--- src/rtl/top.sv ---
// -----------------------------------------------------------------------------
// top: UART baud generator, transmitter and receiver with internal loopback.
// The transmitter's serial line feeds the receiver directly, so the block has
// no serial pins: a byte presented on i_data comes back out on o_data.
//
// Ports
//   i_clock        single clock (50 MHz nominal)
//   i_reset        asynchronous, active-high reset
//   i_tx_start     level request to transmit i_data
//   i_data         byte to transmit (captured when a frame starts)
//   o_data         last byte received; holds until the next good frame
//   o_rx_done_tick one-clock pulse when a frame has been received
//   o_tx_done_tick one-clock pulse when a frame has been transmitted
//
// Configuration
//   UART_PARITY_EN  when defined, both FSMs insert an even-parity bit between
//                   the data bits and the stop bit. A receiver parity mismatch
//                   suppresses o_rx_done_tick and leaves o_data unchanged.
// -----------------------------------------------------------------------------
module top #(
  parameter int DBIT     = 8,    // data bits per frame
  parameter int NB_STATE = 2,    // FSM state register width
  parameter int SB_TICK  = 16,   // stop-bit length in baud ticks
  parameter int BAUD_DIV = 163   // clocks per baud tick
) (
  input  logic            i_clock,
  input  logic            i_reset,
  input  logic            i_tx_start,
  input  logic [DBIT-1:0] i_data,
  output logic [DBIT-1:0] o_data,
  output logic            o_rx_done_tick,
  output logic            o_tx_done_tick
);

`ifdef UART_PARITY_EN
  // Five states need at least three bits.
  localparam int ST_W = (NB_STATE < 3) ? 3 : NB_STATE;
  typedef enum logic [ST_W-1:0] {S_IDLE, S_START, S_DATA, S_PARITY, S_STOP} state_e;
`else
  localparam int ST_W = NB_STATE;
  typedef enum logic [ST_W-1:0] {S_IDLE, S_START, S_DATA, S_STOP} state_e;
`endif

  localparam int CW = (BAUD_DIV > 1) ? $clog2(BAUD_DIV) : 1;  // baud counter
  localparam int TW = (SB_TICK > 16) ? $clog2(SB_TICK) : 4;   // tick counter
  localparam int NW = $clog2(DBIT + 1);                       // bit counter

  // ---------------------------------------------------------------- baud gen
  logic [CW-1:0] baud_q, baud_d;
  logic          tick;

  // NOTE: every combinational output gets a default first, so no path through
  // the block leaves a signal unassigned and no latch is inferred.
  always_comb begin
    tick   = (baud_q == CW'(BAUD_DIV - 1));
    baud_d = tick ? '0 : baud_q + 1'b1;
  end

  // ------------------------------------------------------------- transmitter
  state_e          tx_state_q, tx_state_d;
  logic [TW-1:0]   tx_s_q, tx_s_d;
  logic [NW-1:0]   tx_n_q, tx_n_d;
  logic [DBIT-1:0] tx_b_q, tx_b_d;
  logic            tx_q, tx_d;          // serial line, registered glitch-free
  logic            tx_done_q, tx_done_d;
`ifdef UART_PARITY_EN
  logic            tx_par_q, tx_par_d;  // even parity of the captured byte
`endif

  always_comb begin
    tx_state_d = tx_state_q;
    tx_s_d     = tx_s_q;
    tx_n_d     = tx_n_q;
    tx_b_d     = tx_b_q;
    tx_d       = tx_q;
    tx_done_d  = 1'b0;
`ifdef UART_PARITY_EN
    tx_par_d   = tx_par_q;
`endif
    case (tx_state_q)
      S_IDLE: begin
        tx_d = 1'b1;
        if (i_tx_start) begin
          tx_state_d = S_START;
          tx_s_d     = '0;
          tx_b_d     = i_data;
`ifdef UART_PARITY_EN
          tx_par_d   = ^i_data;
`endif
        end
      end
      S_START: begin
        tx_d = 1'b0;
        if (tick) begin
          if (tx_s_q == TW'(15)) begin
            tx_state_d = S_DATA;
            tx_s_d     = '0;
            tx_n_d     = '0;
          end else begin
            tx_s_d = tx_s_q + 1'b1;
          end
        end
      end
      S_DATA: begin
        tx_d = tx_b_q[0];
        if (tick) begin
          if (tx_s_q == TW'(15)) begin
            tx_s_d = '0;
            tx_b_d = tx_b_q >> 1;
            if (tx_n_q == NW'(DBIT - 1)) begin
`ifdef UART_PARITY_EN
              tx_state_d = S_PARITY;
`else
              tx_state_d = S_STOP;
`endif
            end else begin
              tx_n_d = tx_n_q + 1'b1;
            end
          end else begin
            tx_s_d = tx_s_q + 1'b1;
          end
        end
      end
`ifdef UART_PARITY_EN
      S_PARITY: begin
        tx_d = tx_par_q;
        if (tick) begin
          if (tx_s_q == TW'(15)) begin
            tx_state_d = S_STOP;
            tx_s_d     = '0;
          end else begin
            tx_s_d = tx_s_q + 1'b1;
          end
        end
      end
`endif
      S_STOP: begin
        tx_d = 1'b1;
        if (tick) begin
          if (tx_s_q == TW'(SB_TICK - 1)) begin
            tx_state_d = S_IDLE;
            tx_done_d  = 1'b1;
          end else begin
            tx_s_d = tx_s_q + 1'b1;
          end
        end
      end
      default: tx_state_d = S_IDLE;
    endcase
  end

  // ---------------------------------------------------------------- receiver
  logic            rx_line;
  state_e          rx_state_q, rx_state_d;
  logic [TW-1:0]   rx_s_q, rx_s_d;
  logic [NW-1:0]   rx_n_q, rx_n_d;
  logic [DBIT-1:0] rx_b_q, rx_b_d;
  logic [DBIT-1:0] data_q, data_d;
  logic            rx_done_q, rx_done_d;
`ifdef UART_PARITY_EN
  logic            rx_perr_q, rx_perr_d;
`endif

  assign rx_line = tx_q;  // internal loopback

  always_comb begin
    rx_state_d = rx_state_q;
    rx_s_d     = rx_s_q;
    rx_n_d     = rx_n_q;
    rx_b_d     = rx_b_q;
    data_d     = data_q;
    rx_done_d  = 1'b0;
`ifdef UART_PARITY_EN
    rx_perr_d  = rx_perr_q;
`endif
    case (rx_state_q)
      S_IDLE: begin
        if (!rx_line) begin
          rx_state_d = S_START;
          rx_s_d     = '0;
`ifdef UART_PARITY_EN
          rx_perr_d  = 1'b0;
`endif
        end
      end
      S_START: begin
        // Re-check the line at the start-bit centre to reject glitches.
        if (tick) begin
          if (rx_s_q == TW'(7)) begin
            rx_state_d = rx_line ? S_IDLE : S_DATA;
            rx_s_d     = '0;
            rx_n_d     = '0;
          end else begin
            rx_s_d = rx_s_q + 1'b1;
          end
        end
      end
      S_DATA: begin
        if (tick) begin
          if (rx_s_q == TW'(15)) begin
            rx_s_d = '0;
            rx_b_d = {rx_line, rx_b_q[DBIT-1:1]};
            if (rx_n_q == NW'(DBIT - 1)) begin
`ifdef UART_PARITY_EN
              rx_state_d = S_PARITY;
`else
              rx_state_d = S_STOP;
`endif
            end else begin
              rx_n_d = rx_n_q + 1'b1;
            end
          end else begin
            rx_s_d = rx_s_q + 1'b1;
          end
        end
      end
`ifdef UART_PARITY_EN
      S_PARITY: begin
        if (tick) begin
          if (rx_s_q == TW'(15)) begin
            rx_state_d = S_STOP;
            rx_s_d     = '0;
            rx_perr_d  = rx_line ^ (^rx_b_q);
          end else begin
            rx_s_d = rx_s_q + 1'b1;
          end
        end
      end
`endif
      S_STOP: begin
        if (tick) begin
          if (rx_s_q == TW'(SB_TICK - 1)) begin
            rx_state_d = S_IDLE;
`ifdef UART_PARITY_EN
            if (!rx_perr_q) begin
              data_d    = rx_b_q;
              rx_done_d = 1'b1;
            end
`else
            data_d    = rx_b_q;
            rx_done_d = 1'b1;
`endif
          end else begin
            rx_s_d = rx_s_q + 1'b1;
          end
        end
      end
      default: rx_state_d = S_IDLE;
    endcase
  end

  // --------------------------------------------------------------- registers
  // NOTE: state updates use non-blocking assignments so every flop samples
  // the pre-edge value of every other flop, independent of statement order.
  always_ff @(posedge i_clock or posedge i_reset) begin
    if (i_reset) begin
      baud_q     <= '0;
      tx_state_q <= S_IDLE;
      tx_s_q     <= '0;
      tx_n_q     <= '0;
      tx_b_q     <= '0;
      tx_q       <= 1'b1;
      tx_done_q  <= 1'b0;
      rx_state_q <= S_IDLE;
      rx_s_q     <= '0;
      rx_n_q     <= '0;
      rx_b_q     <= '0;
      data_q     <= '0;
      rx_done_q  <= 1'b0;
`ifdef UART_PARITY_EN
      tx_par_q   <= 1'b0;
      rx_perr_q  <= 1'b0;
`endif
    end else begin
      baud_q     <= baud_d;
      tx_state_q <= tx_state_d;
      tx_s_q     <= tx_s_d;
      tx_n_q     <= tx_n_d;
      tx_b_q     <= tx_b_d;
      tx_q       <= tx_d;
      tx_done_q  <= tx_done_d;
      rx_state_q <= rx_state_d;
      rx_s_q     <= rx_s_d;
      rx_n_q     <= rx_n_d;
      rx_b_q     <= rx_b_d;
      data_q     <= data_d;
      rx_done_q  <= rx_done_d;
`ifdef UART_PARITY_EN
      tx_par_q   <= tx_par_d;
      rx_perr_q  <= rx_perr_d;
`endif
    end
  end

  assign o_data         = data_q;
  assign o_rx_done_tick = rx_done_q;
  assign o_tx_done_tick = tx_done_q;

endmodule

--- config.mk ---
export PLATFORM = sky130hd
export DESIGN_NAME = top
export DESIGN_NICKNAME = d
export VERILOG_FILES = /design/src/rtl/top.sv
export SDC_FILE = /design/constraint.sdc
export NUM_CORES = 1
export LEC_CHECK = 0
export BUFFER_PORTS_ARGS = -buffer_cell sky130_fd_sc_hd__buf_2
export CORE_MARGIN = 2
export CORE_UTILIZATION = 60
export CTS_CLUSTER_DIAMETER = 50
export DETAILED_ROUTE_END_ITERATION = 12
export PLACE_DENSITY = 0.76
export SLEW_MARGIN = 20
export SYNTH_ARGS = -nofsm -noshare
export SYNTH_HDL_FRONTEND = slang
export SYNTH_SLANG_ARGS = --single-unit
export TNS_END_PERCENT = 1
--- constraint.sdc ---
create_clock -name i_clock -period 2.7 [get_ports i_clock]
set_clock_uncertainty 0.1 [all_clocks]
set_input_delay 0.27 -clock i_clock [delete_from_list [all_inputs] [get_ports i_clock]]
set_output_delay 0.27 -clock i_clock [all_outputs]
set_load 0.05 [all_outputs]
==> results.tsv <==
metric	value	unit
outcome	completed	
p_switching	0.311	mW
area.growth.synth_to_final	9.77	%
critical-path-slowest-cell	sky130_fd_sc_hd__a211oi_4	
finalSetupViolCount	0	
grt_setup_unrepaired	false	
async_flop_share	1.00	
n_fill_cell	357	
floorplan.initialDensity	0.615	
vias	2016	
critPathKind	flop to flop	
placedCellCount	327	
grt_first_pass_wirelength	8.79	mm
yosys.cell_types.count	54	
number_of_ports_placed_on_the_die_boundary	21	
route.top_layer_used	met4	
yosys_most_used_dff	sky130_fd_sc_hd__dfrtp_1	
cts.repair_timing.setup_buffer_count	0	
timing.critical_path.cells	inv_1, ha_1, nor4bb_1, buf_4, nand3_2, a211oi_4, mux2_2	
synth-seq-area-share	0.480	
count_of_buffer_and_inverter_cells_on_the_critical_path	2	
wire_per_inst	15.2	microns
top_cells_by_area_in_the_synthesized_netlist	sky130_fd_sc_hd__dfrtp_1 (47%), sky130_fd_sc_hd__mux2_2 (13%), sky130_fd_sc_hd__ha_1 (4.8%)	
critical_path.startpoint	baud_q[0]	
p_seq_frac	0.617	
hold_violations	0	
grt_pass1_vias	1918	
critical_path.endpoint_type	flop	
row_count	25	
maximum_vdd_ir_drop	0.353	mV
grt_util_all_layers	0.212	
route.met3.wl	163	microns
ys_seq_elements	55	
holdCritPathClass	primary input to flop	
root_buffer	sky130_fd_sc_hd__clkbuf_8	
min_period	2350	ps
antenna_left	0	
pwr-share-comb	0.027	
timing_worst_slew_pin_value	671	ps
final-instance-count-excl-fill	336	
synth.cell_area	2870	sq um
port_buffers	20	
drt_pass_1_iters	4	
synth_top_cell_area_share	0.471	
post_cts_resized	0	
clock-sinks	55	
dp.final_hpwl	3.71	mm
die-area	5350	sq um
total_routed_wire_length_on_the_met1_layer	2.35	mm
routed_wl	5.12	mm
post-synth-top-area-cell	sky130_fd_sc_hd__dfrtp_1	
timing.critical_path.from_type	flop	
remaining_drc_errors	0	
p_int	1.04	mW
final-max-slew-violation-count	0	
cts.clk_slew.worst_paths	100	ps
switching_share	0.231	
synthesized_area_per_cell	11.2	sq um
ys_top_cells_by_count	sky130_fd_sc_hd__dfrtp_1 (54), sky130_fd_sc_hd__mux2_2 (34), sky130_fd_sc_hd__nor2_1 (16), sky130_fd_sc_hd__inv_1 (13), sky130_fd_sc_hd__nand3_1 (12)	
slew_headroom	0.552	
post-synth-top-count-cell	sky130_fd_sc_hd__dfrtp_1	
ctsHtreeMaxLevel	2	
footprint_of_the_multi_input_gates	1400	sq um
fmaxAchievable	0.425	GHz
route.met2.wl	2.52	mm
gp_congestion	0.803	
diodes	0	
tns	0	ps
worst_skew_pair.late_latency	320	ps
post_route_cells_drive_above_1_share	0.270	
clock_group_share_of_total_power	0.356	
power	1.35	mW
initialDrtViolationCount	172	
critical_path.max_stage_delay	490	ps
power_density_over_cell_area	428	nW/um^2
die-width	73.1	microns
die_y	73.1	microns
power.leakage	1.45	nW
cap_violations	0	
post_synth_inst_count	256	
worst_hold_startpoint	i_data[3]	
worstReg2RegStart	baud_q[0]	
synthesis.yosys.warnings	0	
worstPathRequired	2820	ps
synth_nets	278	
crit_fanout	10	
cts_tree	built	
register_area	1380	sq um
fin_crit_sh	0.871	
worst_path_dominant_cell_family	compound AO/OA/AOI/OAI gates	
grt_antenna_before_repair	0	
maximum_number_of_pins_on_one_net_before_global_route_repair	33	
fin_hold_ws	202	ps
grt_overflow	0	
route.detailed.vias_per_inst	6.00	
worstPathArrival	2470	ps
max-clock-path-buffers	2	
cts_buffers	5	
core-area	4660	sq um
synth-edff-count	0	
finalNetCount	303	
## power by group through the flow
| stage | Combinational, mW | Clock, mW | Sequential (mW) |
|---|---|---|---|
| floorplan | 0.0212 | 0 | 0.846 |
| global placement | 0.0354 | 0 | 0.847 |
| detailed placement | 0.0368 | 0 | 0.847 |
| CTS | 0.0379 | 0.498 | 0.831 |
| global route | 0.0420 | 0.517 | 0.832 |
| finish | 0.0359 | 0.480 | 0.831 |
## cell type report
type	count	area share
well taps	54	0.0215
inverters	13	0.0155
multi-input cells	179	0.446
flip-flops and latches	55	0.438
repair buffers	27	0.0493
clock inverters	3	0.00835
clock buffers	5	0.0219
## flip-flops by register name, summed over array words and instances (netlist names), named ones only
register        cells
o_rx_done_tick      1
baud_q              8
o_tx_done_tick      1
tx_state_q          2
o_data              8
rx_line             1
rx_n_q              4
tx_n_q              4
rx_b_q              8
rx_s_q              4
tx_s_q              4
tx_b_q              8
rx_state_q          1
## what timing repair did
action,in CTS,in global routing
hold buffers,1,0
endpoints found under the setup margin,0,0
endpoints found under the hold margin,29,0
## metrics by stage
stage / util / area (sq um) / setup WS [ps]
global route: 0.675 / 3150 / 170
finish: 0.675 / 3150 / 349
CTS: 0.675 / 3150 / 324
floorplan: - / 2870 / 537
global placement: 0.653 / 3040 / 410
detailed placement: 0.653 / 3040 / 346
## worst reg2reg max path, delay by kind of cell, from the launching register on
kind                     cells  cell delay, ps
flip-flops                   1             430
buffers and inverters        2             290
AO/OA/AOI/OAI                1             490
AND/OR/NAND/NOR              2             410
adder cells (fa/ha/maj)      1             150
multiplexers                 1             390
## cell families (layout without fill, tap and decap cells)
| family | after synthesis | count (layout) | synth area share |
|---|---|---|---|
| xor+xnor | 5 | 5 | 0.0153 |
| simple gates | 79 | 79 | 0.158 |
| fa+ha+maj | 11 | 11 | 0.0480 |
| mux | 37 | 37 | 0.144 |
| flops | 55 | 55 | 0.480 |
| buf+inv | 22 | 48 | 0.0301 |
| compound gates | 47 | 47 | 0.125 |
## per-layer routing
metal / track usage / vias up
li1: - / 1004
met1: 0.283 / 974
met2: 0.341 / 31
met3: 0.0428 / 7
met4: 0.0802 / 0
met5: 0 / -
## placed cells by master, fill, tap and decap left out, types with 4 or more instances in the layout
master,Yosys,layout
sky130_fd_sc_hd__nand4_1,7,7
sky130_fd_sc_hd__a21oi_1,6,6
sky130_fd_sc_hd__and3_1,5,5
sky130_fd_sc_hd__nand3_1,12,12
sky130_fd_sc_hd__nand2_1,10,10
sky130_fd_sc_hd__dfrtp_1,54,54
sky130_fd_sc_hd__nor2b_1,4,4
sky130_fd_sc_hd__ha_1,11,11
sky130_fd_sc_hd__o41ai_1,4,4
sky130_fd_sc_hd__nor2_1,16,16
sky130_fd_sc_hd__buf_4,0,6
sky130_fd_sc_hd__xnor2_1,4,4
sky130_fd_sc_hd__inv_1,13,12
sky130_fd_sc_hd__mux2_2,34,34
sky130_fd_sc_hd__or3_1,5,5
sky130_fd_sc_hd__buf_2,3,20
sky130_fd_sc_hd__clkbuf_8,0,5
sky130_fd_sc_hd__o21ai_0,7,7
## final timing paths
check,endpoint,slack (ps),depth (start not counted)
hold reg to reg,baud_q[0],410,1
setup reg to reg,tx_b_q[6],350,7
hold / removal,tx_b_q[3],200,3
max in group asynchronous,tx_b_q[0],1350,4
setup / recovery,tx_b_q[6],350,7
min in group asynchronous,rx_n_q[0],500,3
No activity file was read; power rests on OpenSTA's default activity.
